<file path="config.mk">
export PLATFORM = sky130hd
export DESIGN_NAME = pop_sequence_monitor
export DESIGN_NICKNAME = d
export VERILOG_FILES = /design/src/rtl/pop_sequence_monitor.sv
export SDC_FILE = /design/constraint.sdc
export NUM_CORES = 1
export LEC_CHECK = 0
export BUFFER_PORTS_ARGS = -buffer_cell sky130_fd_sc_hd__buf_2
export CORE_MARGIN = 3
export CORE_UTILIZATION = 55
export DETAILED_ROUTE_END_ITERATION = 6
export PLACE_DENSITY = 0.77
export SYNTH_ARGS = -nofsm -noshare
export SYNTH_HDL_FRONTEND = slang
export SYNTH_SLANG_ARGS = --single-unit
</file>
<file path="constraint.sdc">
create_clock -name clk_2M5 -period 3.4 [get_ports clk_2M5]
set_input_delay 0.34 -clock clk_2M5 [delete_from_list [all_inputs] [get_ports clk_2M5]]
set_output_delay 0.34 -clock clk_2M5 [all_outputs]
set_load 0.1 [all_outputs]
</file>
<file path="src/rtl/pop_sequence_monitor.sv">
// ---------------------------------------------------------------------------
// pop_sequence_monitor
//
// Receive-side checker for the POP timing outputs on the 2.5 MHz domain.
// Follows one pump -> MW(pi/2) -> free precession -> MW(pi/2) -> probe
// sequence at a time and measures each pulse width and the precession gap
// in clock cycles. A complete sequence is reported with a one-cycle
// meas_valid strobe. An ordering, overlap or timeout error gives a
// one-cycle seq_error strobe and a latched error_code instead.
//
// Ports
//   clk_2M5          in   1      2.5 MHz clock, the only clock
//   reset            in   1      synchronous, active-low reset
//   pump, MW, probe  in   1      pulses under test
//   sample           in   1      sample strobe, counted only inside PROBE
//   pump_len         out  WIDTH  cycles pump was high
//   pieovertwo_len   out  WIDTH  cycles of the first MW pulse
//   freeprecess_len  out  WIDTH  cycles from first MW fall to second MW rise
//   mw2_len          out  WIDTH  cycles of the second MW pulse
//   probe_len        out  WIDTH  cycles probe was high
//   sample_count     out  8      sample rises during probe, saturating
//   meas_valid       out  1      1-cycle strobe, all measurements updated
//   seq_error        out  1      1-cycle strobe on any error
//   error_code       out  2      0 none, 1 order, 2 overlap, 3 timeout
//   good_count       out  WIDTH  number of valid sequences, wraps
// ---------------------------------------------------------------------------
module pop_sequence_monitor #(
    parameter int WIDTH   = 16,
    parameter int TIMEOUT = 20000
) (
    input  logic             clk_2M5,
    input  logic             reset,
    input  logic             pump,
    input  logic             MW,
    input  logic             probe,
    input  logic             sample,
    output logic [WIDTH-1:0] pump_len,
    output logic [WIDTH-1:0] pieovertwo_len,
    output logic [WIDTH-1:0] freeprecess_len,
    output logic [WIDTH-1:0] mw2_len,
    output logic [WIDTH-1:0] probe_len,
    output logic [7:0]       sample_count,
    output logic             meas_valid,
    output logic             seq_error,
    output logic [1:0]       error_code,
    output logic [WIDTH-1:0] good_count
);

    typedef enum logic [3:0] {
        S_IDLE, S_PUMP, S_GAP1, S_MW1, S_PRECESS, S_MW2, S_GAP2, S_PROBE, S_REPORT
    } state_t;

    localparam int IN_PUMP   = 0;
    localparam int IN_MW     = 1;
    localparam int IN_PROBE  = 2;
    localparam int IN_SAMPLE = 3;

    localparam logic [1:0] ERR_NONE    = 2'd0;
    localparam logic [1:0] ERR_ORDER   = 2'd1;
    localparam logic [1:0] ERR_OVERLAP = 2'd2;
    localparam logic [1:0] ERR_TIMEOUT = 2'd3;

    localparam logic [WIDTH-1:0] LEN_MAX     = '1;
    localparam logic [WIDTH-1:0] TIMEOUT_CNT = WIDTH'(TIMEOUT);

    state_t           state, state_next;
    logic [3:0]       in_q, in_hist;     // {sample, probe, MW, pump}
    logic [3:0]       rise, exp_rise;
    logic [2:0]       fall;
    logic             overlap, advance;
    logic [1:0]       err;
    logic [WIDTH-1:0] run_cnt;           // cycles spent in the current state
    logic [WIDTH-1:0] pend_pump, pend_mw1, pend_prec, pend_mw2, pend_probe;
    logic [7:0]       pend_samples;

    // NOTE: the input stage is deliberately left out of reset. It keeps
    // sampling while reset is low, so a level held across the release
    // leaves history equal to the registered value and produces no edge.
    always_ff @(posedge clk_2M5) begin
        // NOTE: non-blocking assignments make in_hist take the old in_q,
        // which is exactly the one-cycle history needed for edge detection.
        in_q    <= {sample, probe, MW, pump};
        in_hist <= in_q;
    end

    assign rise    = in_q & ~in_hist;
    assign fall    = ~in_q[2:0] & in_hist[2:0];
    assign overlap = (in_q[IN_PUMP] & in_q[IN_MW])  |
                     (in_q[IN_PUMP] & in_q[IN_PROBE]) |
                     (in_q[IN_MW]   & in_q[IN_PROBE]);

    // Every state holds one measured level until its exit edge, so the
    // dwell counter doubles as the length counter for that state.
    always_comb begin
        // NOTE: every output of this block gets a default first so no
        // path through the case statement can infer a latch.
        state_next = state;
        exp_rise   = 4'b0000;
        advance    = 1'b0;
        err        = ERR_NONE;

        case (state)
            S_IDLE:    if (rise[IN_PUMP]) state_next = S_PUMP;
            S_PUMP:    begin
                advance = fall[IN_PUMP];
                if (advance) state_next = S_GAP1;
            end
            S_GAP1:    begin
                exp_rise[IN_MW] = 1'b1;
                advance = rise[IN_MW];
                if (advance) state_next = S_MW1;
            end
            S_MW1:     begin
                advance = fall[IN_MW];
                if (advance) state_next = S_PRECESS;
            end
            S_PRECESS: begin
                exp_rise[IN_MW] = 1'b1;
                advance = rise[IN_MW];
                if (advance) state_next = S_MW2;
            end
            S_MW2:     begin
                advance = fall[IN_MW];
                if (advance) state_next = S_GAP2;
            end
            S_GAP2:    begin
                exp_rise[IN_PROBE] = 1'b1;
                advance = rise[IN_PROBE];
                if (advance) state_next = S_PROBE;
            end
            S_PROBE:   begin
                exp_rise[IN_SAMPLE] = 1'b1;
                advance = fall[IN_PROBE];
                if (advance) state_next = S_REPORT;
            end
            default:   state_next = S_IDLE;   // S_REPORT lasts one cycle
        endcase

        // Errors pre-empt any transition on the same edge.
        if (state != S_IDLE && state != S_REPORT) begin
            if (overlap)                    err = ERR_OVERLAP;
            else if (|(rise & ~exp_rise))   err = ERR_ORDER;
            else if (run_cnt == TIMEOUT_CNT) err = ERR_TIMEOUT;
            if (err != ERR_NONE) state_next = S_IDLE;
        end
    end

    always_ff @(posedge clk_2M5) begin
        if (!reset) begin
            state           <= S_IDLE;
            run_cnt         <= '0;
            pend_pump       <= '0;
            pend_mw1        <= '0;
            pend_prec       <= '0;
            pend_mw2        <= '0;
            pend_probe      <= '0;
            pend_samples    <= '0;
            pump_len        <= '0;
            pieovertwo_len  <= '0;
            freeprecess_len <= '0;
            mw2_len         <= '0;
            probe_len       <= '0;
            sample_count    <= '0;
            meas_valid      <= 1'b0;
            seq_error       <= 1'b0;
            error_code      <= ERR_NONE;
            good_count      <= '0;
        end else begin
            state      <= state_next;
            meas_valid <= 1'b0;
            seq_error  <= 1'b0;

            if (state_next != state)  run_cnt <= WIDTH'(1);
            else if (run_cnt != LEN_MAX) run_cnt <= run_cnt + 1'b1;

            if (err != ERR_NONE) begin
                seq_error  <= 1'b1;
                error_code <= err;
            end else begin
                if (advance) begin
                    case (state)
                        S_PUMP:    pend_pump  <= run_cnt;
                        S_MW1:     pend_mw1   <= run_cnt;
                        S_PRECESS: pend_prec  <= run_cnt;
                        S_MW2:     pend_mw2   <= run_cnt;
                        S_PROBE:   pend_probe <= run_cnt;
                        default:   ;
                    endcase
                end
                if (state == S_IDLE && state_next == S_PUMP)
                    pend_samples <= '0;
                if (state == S_PROBE && rise[IN_SAMPLE] && pend_samples != 8'hFF)
                    pend_samples <= pend_samples + 1'b1;
                if (state == S_REPORT) begin
                    meas_valid      <= 1'b1;
                    pump_len        <= pend_pump;
                    pieovertwo_len  <= pend_mw1;
                    freeprecess_len <= pend_prec;
                    mw2_len         <= pend_mw2;
                    probe_len       <= pend_probe;
                    sample_count    <= pend_samples;
                    good_count      <= good_count + 1'b1;
                    error_code      <= ERR_NONE;
                end
            end
        end
    end

endmodule

</file>
==> results of run 1 <==
==> layout make-up <==
type                       count  area share
clock buffer                  34      0.0648
tap                          211      0.0261
timing repair buffer         139      0.0773
clock inverter                 5     0.00642
sequential                   224       0.443
inverter                       9     0.00383
multi-input combinational    659       0.379
==> worst paths after layout <==
path / start / to / cells after the start
hold / removal: reset / run_cnt[0]$_SDFFE_PN0P_ / 2
setup reg to reg: state[2]$_SDFF_PN0_ / pend_pump[10]$_SDFFE_PN0P_ / 6
hold reg to reg: in_q[3]$_DFF_P_ / in_hist[3]$_DFF_P_ / 0
setup / recovery: state[2]$_SDFF_PN0_ / pend_pump[10]$_SDFFE_PN0P_ / 6
==> cell families after synthesis <==
kind of cell,count (synthesis),synth area share
AOI/OAI and AO/OA,145,0.0968
xor gates and xnor gates,29,0.0294
adders and majority gates,4,0.00579
buffers and inverters,82,0.0395
DFF,224,0.518
muxes,85,0.0985
and+or+nand+nor,396,0.212
==> per-stage QoR <==
| step | setup slack (ns) | area, um2 |
|---|---|---|
| floorplan | 1.03 | 8650 |
| CTS | 0.602 | 10100 |
| global route | 0.455 | 10100 |
| global placement | 0.771 | 9370 |
| detailed placement | 0.666 | 9370 |
| finish | 0.566 | 10100 |
==> power by group <==
part	internal, W	switching [W]	total [W]
sequential	0.00264	0.0000132	0.00265
combinational	0.0000523	0.000133	0.000185
clock	0.00141	0.000987	0.00240
total	0.00410	0.00113	0.00524
==> timing repair <==
item | in CTS | in global routing
hold endpoints to repair | 4 | 0
hold buffers | 4 | 0
endpoints found under the setup margin | 0 | 0
==> routing by layer <==
metal  up-vias  global-route usage  part of all wire
met4         0              0.0531             0.016
met3        32              0.0387             0.061
li1       3431                   -                 -
met5         -                   0                 0
met2       208               0.352              0.46
met1      3286               0.305              0.46
==> cells in the final DEF (no fill, tap or decap), types with 5 or more instances in the layout <==
cell type  netlist  layout
a21oi_1        105     105
and2_1           5       5
and3_1           9       9
and4_1           6       6
buf_2            6     113
buf_4            7      21
clkbuf_1        60       7
clkbuf_16        0      23
dfxtp_1        224     224
inv_1            8       8
mux2i_1         84      84
nand2_1        196     195
nand2b_1         6       6
nand3_1         11      11
nand4_1          9       9
nor2_1         107     107
nor3_1          10      10
nor4b_1          9       8
nor4b_2          5       6
o21ai_0         14      14
xnor2_1         15      15
xor2_1          14      14
==> worst register-to-register path, delay by kind of cell, from the launching register on <==
| family | cells | cell delay, ns |
|---|---|---|
| AND/OR/NAND/NOR | 4 | 1.37 |
| AO/OA/AOI/OAI | 1 | 0.28 |
| multiplexers | 1 | 0.38 |
| flip-flops | 1 | 0.66 |
==> results.cfg, run 1 <==
[critical_path]
cp-start-kind = flop
cp_cell_sequence = nor4bb_1 > o221a_2 > and4_1 > nand3_2 > mux2i_1 > nor2_1
cp_max_fo = 17
cpPeakStageDelay_ns = 0.66
critPathTopFamily = simple AND/OR/NAND/NOR gates
crit_required_ns = 3.76
slowest_stage = dfxtp_1
critPathArrivalTime_ns = 3.19
r2r_setup_slack_ns = 0.57
setup.worst_path.end_class = flop
crit_type = reg -> reg
cp_num_buf_inv = 0

[grt]
first_global_vias = 6491
grt_max_degree = 144
grt_pass1_wl_mm = 32.3
grt_antenna_before_repair = 0
grt.total_usage = 0.218
grt.overflow.total = 0

[sta]
setup_viol = 0
worst_pin_slew_ns = 1.06
skew_ns = 0.00943
maxSlewViolCount = 0
maxSlewHeadroom = 0.293
hold_viol_final = 0
rsz0062_at_grt = no
finalCriticalPeriod_ns = 2.83
fin_tns_setup_ns = 0
fin_hold_ws_ns = 0.140
fmax_mhz = 353
finalCritPeriodShare = 0.834

[route]
wl_mm = 19.5
post_drt_wl_per_cell_um = 15.2
final_antenna_net_count = 0
drt-vias-per-instance = 5.43
drt_iter0_markers = 498
drc = 0
drt-pass1-iter-count = 5
vias = 6957

[finish]
utilization = 0.662
areaGrowthSynthToFinish_pct = 17.1
multi_input_area_mm2 = 0.00384
num-fill-cells = 1276
diodes = 0
layout.area.seq_mm2 = 0.00448
drive_gt1_frac = 0.174
finalNonFillerCells = 1281
fin_nets = 1066

[synth]
synth_edf_count = 0
synth-seq-cells = 224
synthTopCellsByCount = dfxtp_1, nand2_1, nor2_1
yosysMostFrequentCell = dfxtp_1
postSynth.asyncResetShare = 0
syn_area_per_cell_um2 = 8.96
syn_area_mm2 = 0.00865
ys_types = 56
yosys-top-cells-area = dfxtp_1, mux2i_1, nand2_1, a21oi_1, nor2_1
yosys.area.top_type = dfxtp_1
ys.flop_type = dfxtp_1
yosysTopAreaCellShare = 0.518
syn_nets = 975
ys_warn_count = 0
synthCells = 965
yosysSeqAreaShare = 0.518

[placement]
dpl.hpwl_mm = 12.3
dp_cells = 1238
numPortBuffers = 113
place.gp.congestion = 0.831

[clocking]
insertion_delay_ns = 0.52
clock_sinks = 224
cts.clk_slew.worst_paths_ns = 0.06
cts_made_buffers = 23
clockRootBuffer = clkbuf_16
cts.repair.resized = 0
clk_path_buf_depth = 3
cts_max_level = 1
post-cts-setup-buffers = 0
cts_tree = yes

[job]
maxCapViolCount = 0

[floorplan]
start_util = 0.565
core_mm2 = 0.0153
dieArea_mm2 = 0.0173
die_h_um = 131
io_pins = 114
rows = 45
die-width_um = 131

[outcome]
status = complete, no violations

[power_and_ir_drop]
p_total_w = 0.00524
ir_drop_mv = 0.355
powerDensity_mw_per_mm2 = 517
p_leak_nw = 4.25

[min_path]
min_path_type = in -> reg
(Power assumes the default switching activity.)
==> run 2, diff against run 1 <==
clock period = 2.7 ns   (was 3.4 ns; I/O delays follow)
==> run 2 against run 1 <==
Power grew 25%. Routed wire length grew 3.6%. Die area is the same. Non-clock buffer count grew 9. Sequential cell count is the same. Final cell count grew 0.78%. Global-route usage grew 1.0 points. Final area grew 1.0%. Largest cell class unchanged.
==> results.cfg, run 2 (synthesis results as in run 1) <==
[clocking]
cts.clk_slew.worst_paths_ns = 0.06
clk_path_buf_depth = 3
cts_max_level = 1
clock_sinks = 224
insertion_delay_ns = 0.50
post-cts-setup-buffers = 0
cts_made_buffers = 23
cts_tree = yes
clockRootBuffer = clkbuf_16

[floorplan]
dieArea_mm2 = 0.0173
rows = 45
start_util = 0.565
die-width_um = 131
io_pins = 114
core_mm2 = 0.0153
die_h_um = 131

[finish]
num-fill-cells = 1281
areaGrowthSynthToFinish_pct = 18.3
final_common_cell = dfxtp_1
drive_gt1_frac = 0.189
layout_common_cells = dfxtp_1, nand2_1, buf_2, nor2_1, a21oi_1
multi_input_area_mm2 = 0.00384
diodes = 0
fin_nets = 1075
layout.area.seq_mm2 = 0.00449

[critical_path]
critPathArrivalTime_ns = 2.85
setup.worst_path.end_class = flop
r2r_setup_slack_ns = 0.24
slowest_stage = dfxtp_1
critPathTopFamily = simple AND/OR/NAND/NOR gates
crit_required_ns = 3.09
crit_type = reg -> reg
cp_num_buf_inv = 0
cp-start-kind = flop
cp_cell_sequence = nor4bb_1 > o221a_2 > and4_2 > o21ai_1 > a21o_2 > nor4b_1
cp_max_fo = 16
cpPeakStageDelay_ns = 0.51

[grt]
grt_antenna_before_repair = 0
grt.total_usage = 0.228
first_global_vias = 6531
grt_max_degree = 100
grt.overflow.total = 0
grt_pass1_wl_mm = 33.3

[sta]
skew_ns = 0.00880
maxSlewViolCount = 0
setup_viol = 0
rsz0062_at_grt = no
worst_pin_slew_ns = 0.716
maxSlewHeadroom = 0.523
finalCriticalPeriod_ns = 2.46
fin_tns_setup_ns = 0
hold_viol_final = 0
finalCritPeriodShare = 0.912
fmax_mhz = 406
timing.final.ws_setup_ns = 0.239

[placement]
dpl.hpwl_mm = 12.9
numPortBuffers = 113
place.gp.congestion = 0.864
place_worst_setup_slack_ns = 0.0539

[route]
vias = 6943
drt_iter0_markers = 485
wl_mm = 20.2
post_drt_wl_per_cell_um = 15.6
drc = 0
drt-pass1-iter-count = 5
final_antenna_net_count = 0
drt-vias-per-instance = 5.38

[min_path]
min_path_type = in -> reg

[power_and_ir_drop]
powerDensity_mw_per_mm2 = 641
p_total_w = 0.00656
ir_drop_mv = 0.475
p_leak_nw = 4.31

[job]
maxCapViolCount = 0

[outcome]
status = complete, no violations
==> run 2: cell count changes in the layout (fill, tap and decap cells not counted), moves of 2 or more <==
cell      change
clkbuf_1      -5
buf_4         +6
clkbuf_8      +2
buf_12        +3
clkinv_2      +5
==> run 2: repair_timing <==
item / in CTS / in global routing
pin swaps: 0 / 0
gates resized for setup: 1 / 2
hold buffers: 4 / 0
endpoints found under the setup margin: 1 / 16
endpoints found under the hold margin: 4 / 0
==> run 2: cell type report <==
cell class / instances / area share
Inverter: 9 / 0.00379
Clock inverter: 9 / 0.00477
Sequential cell: 224 / 0.438
Timing Repair Buffer: 148 / 0.0868
Clock buffer: 31 / 0.0651
Tap cell: 211 / 0.0258
Multi-Input combinational cell: 659 / 0.375
==> run 2: worst paths after layout <==
| check | depth (start not counted) | to | from |
|---|---|---|---|
| worst max-delay path | 6 | run_cnt[5]$_SDFFE_PP0P_ | state[2]$_SDFF_PN0_ |
| worst min-delay path | 2 | run_cnt[0]$_SDFFE_PN0P_ | reset |
| worst max register to register | 6 | run_cnt[5]$_SDFFE_PP0P_ | state[2]$_SDFF_PN0_ |
| worst min register to register | 0 | in_hist[3]$_DFF_P_ | in_q[3]$_DFF_P_ |
==> run 2: worst register-to-register path: cells and delay by family (launching register included) <==
family           cells  cell delay, ns
AO/OA/AOI/OAI        3            0.76
AND/OR/NAND/NOR      3            1.07
flip-flops           1            0.51
==> run 2: metrics by stage <==
stage | hold WS [ns] | cell area (um2) | std cells | util
finish | 0.0832 | 10200 | 1291 | 0.668
global route | 0.0870 | 10200 | 1291 | 0.668
CTS | 0.0747 | 10200 | 1291 | 0.668
detailed placement | 0.349 | 9470 | 1247 | 0.619
global placement | 0.339 | 9470 | 1247 | 0.619
floorplan | 0.298 | 8650 | 965 | -
==> run 2: where the power goes <==
group	switching, W	total [W]	internal, W
Combinational	0.000175	0.000247	0.0000727
Sequential	0.0000157	0.00334	0.00332
Clock	0.00125	0.00298	0.00172
==> run 2: layer usage <==
layer	wire (um)	global-route usage	share of wire
met5	0	0	0
met4	561	0.0712	0.028
met3	1120	0.0360	0.055
met2	9360	0.367	0.46
met1	9150	0.316	0.45
==> run 3, diff against run 2 <==
clock period = 2.8 ns   (was 2.7 ns; I/O delays follow)
==> run 3 against run 2 <==
Final area is 0.55% higher. Core utilization up 0.37 points. Final cell count grew 0.31%. Sequential cell count did not move. Via count is 0.32% higher. Global-route usage barely moved. Setup slack gained 0.059 ns. Combinational power fell by 5%. Sequential share of layout area down 0.24 points. Sequential power down 4%. Count of clock-buffer cells in the layout rose by 2. Largest cell class unchanged. Highest routed layer unchanged.
==> results.cfg, run 3 (synthesis results as in run 1) <==
[clocking]
cts_made_buffers = 22
clk_path_buf_depth = 3
cts.clk_slew.worst_paths_ns = 0.06
cts_max_level = 1
insertion_delay_ns = 0.50
clock_sinks = 224
cts_tree = yes
clockRootBuffer = clkbuf_16

[grt]
grt.total_usage = 0.228
grt_pass1_wl_mm = 33.6
first_global_vias = 6777
grt.overflow.total = 0
grt_antenna_before_repair = 0
grt_max_degree = 81

[route]
final_antenna_net_count = 0
wl_mm = 20.3
post_drt_wl_per_cell_um = 15.7
drc = 0
vias = 6965
drt_iter0_markers = 542
drt-pass1-iter-count = 5
drt-vias-per-instance = 5.38

[sta]
worst_pin_slew_ns = 0.614
maxSlewViolCount = 0
hold_viol_final = 0
fin_tns_setup_ns = 0
maxSlewHeadroom = 0.591
rsz0062_at_grt = no
finalCritPeriodShare = 0.894
finalCriticalPeriod_ns = 2.50
setup_viol = 0
skew_ns = 0.0146
fmax_mhz = 400

[critical_path]
worstRegToRegCells = 6
cpPeakStageDelay_ns = 0.63
critPathArrivalTime_ns = 2.93
critPathTopFamily = simple AND/OR/NAND/NOR gates
cp-start-kind = flop
timing.rr.start = state[0]$_SDFF_PN0_
setup.worst_path.end_class = flop
r2r_setup_slack_ns = 0.30
crit_type = reg -> reg
cp_cell_sequence = nand2_1 > or3_1 > a31oi_1 > a21oi_1 > or4b_1 > a21oi_1
crit_required_ns = 3.23
r2r_end = pend_samples[6]$_SDFFE_PN0P_
cp_common_cell = a21oi_1
slowest_stage = dfxtp_1
cp_max_fo = 14
cp_num_buf_inv = 0

[outcome]
status = complete, no violations

[min_path]
worst_hold_startpoint = reset
hold_depth = 2
holdPathEnd = run_cnt[0]$_SDFFE_PN0P_
min_path_type = in -> reg

[finish]
fin_nets = 1078
drive_gt1_frac = 0.186
diodes = 0
layout.area.seq_mm2 = 0.00449
multi_input_area_mm2 = 0.00384
areaGrowthSynthToFinish_pct = 18.9
utilization = 0.672
num-fill-cells = 1248
layout_common_cells = dfxtp_1, nand2_1, buf_2, nor2_1, a21oi_1
final_common_cell = dfxtp_1

[floorplan]
core_mm2 = 0.0153
start_util = 0.565
io_pins = 114
die_h_um = 131
die-width_um = 131
rows = 45
dieArea_mm2 = 0.0173

[power_and_ir_drop]
powerDensity_mw_per_mm2 = 635
p_total_w = 0.00654
combPwrFrac = 0.036
clkPwrFrac = 0.472
p_switching_w = 0.00137
p_seq_frac = 0.492
ir_drop_mv = 0.423
p_leak_nw = 4.33
sw_frac_of_total = 0.210
internal-power_w = 0.00516

[placement]
numPortBuffers = 113
place.gp.congestion = 0.886
dpl.hpwl_mm = 12.8

[job]
maxCapViolCount = 0
run 3: cell count changes in the layout (fill, tap and decap cells not counted), moves of 3 or more:
cell       before  now
buf_4          27   33
clkinv_2        8    2
clkbuf_1        2    6
bufinv_16       0    3
run 3: power groups by stage:
stage / clock, W / sequential [W] / combinational, W
CTS: 0.00313 / 0.00322 / 0.000234
detailed placement: 0 / 0.00329 / 0.000227
finish: 0.00308 / 0.00322 / 0.000235
global placement: 0 / 0.00329 / 0.000226
global route: 0.00324 / 0.00322 / 0.000254
floorplan: 0 / 0.00330 / 0.000146
run 3: timing repair:
action                     4_1_cts  5_1_grt
gates resized for setup          0        1
setup endpoints to repair        0        1
setup buffers                    0        0
hold endpoints to repair         4        0
hold buffers                     4        0
run 3: worst max path at each step:
stage	startpoint	end	slack, ns	cells past startpoint
after global routing	state[0]$_SDFF_PN0_	run_cnt[5]$_SDFFE_PP0P_	0.06	6
after global placement	state[0]$_SDFF_PN0_	pend_samples[6]$_SDFFE_PN0P_	0.41	6
after detailed placement	state[0]$_SDFF_PN0_	pend_samples[6]$_SDFFE_PN0P_	0.37	6
after floorplan	run_cnt[0]$_SDFFE_PN0P_	run_cnt[10]$_SDFFE_PP0P_	0.43	10
after CTS	state[1]$_SDFF_PN0_	pend_prec[7]$_SDFFE_PN0P_	0.30	7
final	state[0]$_SDFF_PN0_	pend_samples[6]$_SDFFE_PN0P_	0.30	6
run 3: worst reg2reg max path: cells and delay by family, from the launching register on:
kind / cells / cell delay, ns
compound gates: 3 / 0.59
flops: 1 / 0.63
simple gates: 3 / 1.22
run 3: stage by stage:
stage	instance area (um2)	instances	hold WS [ns]	setup slack, ns
2_1_floorplan	8650	965	0.308	0.428
3_3_place_gp	9480	1251	0.341	0.412
3_5_place_dp	9480	1251	0.345	0.368
4_1_cts	10300	1295	0.0953	0.304
5_1_grt	10300	1295	0.113	0.0563
6_report	10300	1295	0.106	0.297
run 3: cell type report:
type | instances | share of cell area
sequential | 224 | 0.436
clock inverter | 7 | 0.0112
timing repair buffer | 152 | 0.0868
inverter | 9 | 0.00377
multi-input combinational | 659 | 0.373
tap | 211 | 0.0257
clock buffer | 33 | 0.0635
run 3: layer usage:
layer	global-route usage	wire length [um]
met5	0	0
met4	0.0624	346
met3	0.0306	1030
met2	0.383	9680
met1	0.311	9240
